**src/rtl/alu_issue_ctrl.sv**
```systemverilog
// Sequences one instruction at a time into an external combinational ALU, with an 8-entry register file.
// ALU ops retire 2 edges after acceptance, MV after 1 and MVI on its immediate; instr_ready is low while an op is in LOAD/EXEC.
module alu_issue_ctrl #(
   parameter int WIDTH = 16
) (
   input  logic             clock,
   input  logic             reset,
   input  logic             instr_valid,
   output logic             instr_ready,
   input  logic [WIDTH-1:0] instr,
   output logic [2:0]       alu_sel,
   output logic [WIDTH-1:0] alu_a,
   output logic [WIDTH-1:0] alu_b,
   input  logic [WIDTH-1:0] alu_result,
   output logic             done,
   output logic             div_err,
   input  logic [2:0]       dbg_sel,
   output logic [WIDTH-1:0] dbg_data
);

   typedef enum logic [1:0] {IDLE, LOAD, EXEC, IMM} state_t;

   localparam logic [2:0] OP_DIV = 3'b100;
   localparam logic [2:0] OP_MVI = 3'b110;
   localparam logic [2:0] OP_MV  = 3'b111;

   state_t           state;
   logic [2:0]       op;
   logic [2:0]       rx;
   logic [2:0]       ry;
   logic             div_zero;
   logic             accept;
   logic [2:0]       instr_op;
   logic [WIDTH-1:0] regs [8];

   assign instr_ready = !reset && (state == IDLE || state == IMM);
   assign accept      = instr_valid && instr_ready;
   assign instr_op    = instr[WIDTH-1 -: 3];
   assign dbg_data    = regs[dbg_sel];

   always_ff @(posedge clock) begin
      if (reset) begin
         state    <= IDLE;
         op       <= '0;
         rx       <= '0;
         ry       <= '0;
         div_zero <= 1'b0;
         alu_sel  <= '0;
         alu_a    <= '0;
         alu_b    <= '0;
         done     <= 1'b0;
         div_err  <= 1'b0;
         for (int i = 0; i < 8; i++) begin
            regs[i] <= '0;
         end
      end else begin
         done <= 1'b0;
         case (state)
            IDLE: begin
               if (accept) begin
                  op    <= instr_op;
                  rx    <= instr[WIDTH-4 -: 3];
                  ry    <= instr[WIDTH-7 -: 3];
                  state <= (instr_op == OP_MVI) ? IMM : LOAD;
               end
            end
            LOAD: begin
               if (op == OP_MV) begin
                  regs[rx] <= regs[ry];
                  done     <= 1'b1;
                  state    <= IDLE;
               end else begin
                  // Operands are captured here, so rx==ry sees the pre-writeback value.
                  alu_sel  <= op;
                  alu_a    <= regs[rx];
                  alu_b    <= regs[ry];
                  div_zero <= (op == OP_DIV) && (regs[ry] == '0);
                  if ((op == OP_DIV) && (regs[ry] == '0)) begin
                     div_err <= 1'b1;
                  end
                  state <= EXEC;
               end
            end
            EXEC: begin
               if (!div_zero) begin
                  regs[rx] <= alu_result;
               end
               done  <= 1'b1;
               state <= IDLE;
            end
            IMM: begin
               if (accept) begin
                  regs[rx] <= instr;
                  done     <= 1'b1;
                  state    <= IDLE;
               end
            end
            default: state <= IDLE;
         endcase
      end
   end

endmodule

```
**config.mk**
```make
export PLATFORM = sky130hd
export DESIGN_NAME = alu_issue_ctrl
export DESIGN_NICKNAME = d
export VERILOG_FILES = /design/src/rtl/alu_issue_ctrl.sv
export SDC_FILE = /design/constraint.sdc
export NUM_CORES = 1
export LEC_CHECK = 0
export ABC_AREA = 1
export CAP_MARGIN = 10
export CORE_UTILIZATION = 53
export CTS_CLUSTER_SIZE = 16
export DETAILED_ROUTE_END_ITERATION = 6
export PLACE_DENSITY = 0.77
export SYNTH_ARGS = -nofsm -noshare
export SYNTH_HDL_FRONTEND = slang
export SYNTH_SLANG_ARGS = --single-unit
```
**constraint.sdc**
```tcl
create_clock -name clock -period 2.3 [get_ports clock]
set_input_delay 0.46 -clock clock [delete_from_list [all_inputs] [get_ports clock]]
set_output_delay 0.46 -clock clock [all_outputs]
set_load 0.03 [all_outputs]
```
==> out/metrics.cfg, run 1 <==
[drt]
drt_wl_total_mm = 35.85
route.detailed.drc = 0
num_vias = 10160
ant_nets = 0
vias_per_cell = 6.339
wl_per_cell_um = 22.36
firstDrtPassIters = 7
drt_iter0_drc = 1856

[clocking]
clk_path_buf_depth = 2
cts_setup_buffers = 0
numCtsBuffers = 17
hold_buffers = 0
htreeDepth = 4
clkTransAtPathRegs_ns = 0.07
clock_latency_ns = 0.45
cts_tree = yes
cts_root_buf = clkbuf_16
cts.sinks = 180

[synthesis]
synth-async-reset-ratio = 0
avgSynthCellArea_um2 = 8.011
synth_nets = 1293
ys_seq_area_frac = 0.4874
synthFlopType = edfxtp_1
syn_inst = 1251
ys_types = 34
synth-edff-count = 128
synth_seq_cells = 180
synth_area_mm2 = 0.01002
synth_warnings = 0

[final_layout]
multi_input_area_mm2 = 0.004328
nFillCells = 1439
antenna_cells = 0
layout_common_cells = 233 x nand2_1, 158 x nor2_1, 128 x edfxtp_1
final_nets = 1403
final_util = 0.6920
layout_commonest_cell = nand2_1
seq_area_mm2 = 0.004886
drive_above_1_share = 0.1514
syn_to_final_growth_pct = 26.14

[worst_hold_path]
holdPathStages = 2
hold_path.startpoint = div_err$_SDFFE_PP0P_
hold_path_end = div_err$_SDFFE_PP0P_
min_path_type = reg -> reg

[grt]
antenna_found_initial = 0
grt_pass1_wl_mm = 53.91
grt_max_degree = 63
grt-ovfl-total = 0
grtUsageTotal = 0.3723
first_global_vias = 9524

[sta]
grt_setup_unrepaired = false
setup_violations = 0
hold_viol = 0
slew_viol_final = 0
max_freq_mhz = 452.6
fin_crit_ns = 2.210
hold_slack_ns = 0.4507
clock_skew_ns = 0.008603
min_period_over_period = 0.9607
slew_headroom = 0.4399
tightest_slew_ns = 0.8392

[worst_setup_path]
startpoint_type = input port
required_ns = 1.84
worstSetupPathType = in -> out
cp.arrival_ns = 1.75
r2r-end = regs[1][5]$_SDFFCE_PN0P_
r2r_cells = 10
critical_path_peak_fanout = 62
endpoint_kind = output pin
reg2reg_setup_slack_ns = 0.11

[die]
die_w_um = 139.5
num_rows = 49
pin_count = 92
initial_core_util = 0.5486
die_area_mm2 = 0.01946
die_h_um = 139.5
core-area_mm2 = 0.01827

[status]
outcome = completed

[power_and_ir_drop]
pwr_density_cell_mw_per_mm2 = 673.6
p_leak_nw = 4.909
peakVddDrop_uv = 583.7
power_mw = 8.516

[job]
maxCapViolCount = 0

[place]
dp_hpwl_mm = 23.39
portBuffers = 91
place_congestion = 0.9424

-- cells by family after synthesis --
group / count (synthesis) / share of synthesized area
flip-flops: 180 / 0.4874
buffers and inverters: 219 / 0.09351
adder cells (fa/ha/maj): 4 / 0.004994
AO/OA/AOI/OAI: 371 / 0.2221
AND/OR/NAND/NOR: 477 / 0.1920
-- registers in the layout, summed over array words and instances, names as in the netlist, named ones only --
register / cells
alu_sel: 3
rx: 3
state: 2
done: 1
ry: 3
div_zero: 1
alu_b: 16
op: 3
div_err: 1
alu_a: 16
regs: 128
-- how the worst max path moves through the flow --
stage                          startpoint                   endpoint  cells past startpoint
floorplan                      dbg_sel[1]               dbg_data[10]                      7
global placement               dbg_sel[1]                dbg_data[8]                      7
detailed placement             dbg_sel[1]                dbg_data[8]                      7
CTS                            dbg_sel[0]                dbg_data[0]                      7
global route        state[0]$_SDFFE_PP0P_  regs[0][14]$_SDFFCE_PN0P_                      9
finish                         dbg_sel[0]                dbg_data[4]                      7
-- per-stage QoR --
stage	std cells	TNS (ns)	setup slack [ns]	area, µm²
2_1_floorplan	1251	0	0.05468	10110
3_5_place_dp	1568	-7.431	-0.2512	11960
3_3_place_gp	1568	-3.844	-0.2146	11960
6_report	1603	0	0.09049	12640
5_1_grt	1603	0	0.02785	12640
4_1_cts	1602	0	0.08917	12610
-- cell usage after synthesis (4+ instances only) --
| cell | instances | area share |
|---|---|---|
| a221oi_1 | 13 | 0.011 |
| buf_4 | 4 | 0.0030 |
| o221ai_1 | 13 | 0.011 |
| inv_2 | 11 | 0.0041 |
| o21ai_0 | 122 | 0.061 |
| o22ai_1 | 12 | 0.0075 |
| nand3_1 | 53 | 0.026 |
| o32ai_1 | 7 | 0.0061 |
| a211oi_1 | 4 | 0.0030 |
| buf_2 | 32 | 0.016 |
| buf_6 | 8 | 0.0090 |
| o21ai_1 | 11 | 0.0055 |
| o21ai_2 | 16 | 0.014 |
| nor2_1 | 158 | 0.059 |
| nand2_1 | 241 | 0.090 |
| inv_1 | 121 | 0.045 |
| dfxtp_1 | 52 | 0.10 |
| clkbuf_1 | 39 | 0.015 |
| o211ai_1 | 48 | 0.036 |
| nor2_2 | 9 | 0.0056 |
| nand2_2 | 9 | 0.0056 |
| edfxtp_1 | 128 | 0.38 |
| a21oi_1 | 105 | 0.052 |
| ha_1 | 4 | 0.0050 |
| a31oi_1 | 17 | 0.011 |
-- layout make-up --
cell class / count / area share
Clock buffer: 19 / 0.03672
Clock inverter: 13 / 0.007720
Inverter: 134 / 0.03989
Multi-Input combinational cell: 852 / 0.3423
Sequential cell: 180 / 0.3865
Tap cell: 229 / 0.02266
Timing Repair Buffer: 176 / 0.1642
-- layer usage --
metal / track usage / routed length [µm] / vias up
met2: 0.5432 / 15220 / 873
met1: 0.4932 / 13400 / 4634
li1: - / - / 4503
met3: 0.1074 / 5506 / 151
met4: 0.2175 / 1722 / 0
met5: 0 / 0 / -
-- where the power goes --
group	total, mW	internal [mW]	switching, mW
logic	1.99	0.715	1.27
clock network	2.83	1.49	1.34
registers	3.70	3.61	0.0885
-- timing repair --
action	CTS	global route
resized for setup	8	5
endpoints found under the setup margin	16	31
cloned	2	1
pin swaps	1	0
-- worst max-delay path: stages --
cell and delay (ns):
buf_2 0.12, buf_12 0.27, buf_4 0.18, o21ai_0 0.09, a221oi_1 0.33, a31oi_2 0.11, buf_12 0.17
Power figures use the tool's default switching activity.
==> inputs of run 2 (changes only) <==
Settings changed: SLEW_MARGIN set to 20.
==> results of run 2 <==
The final DEF is identical to that of run 1; final timing and power are the same.
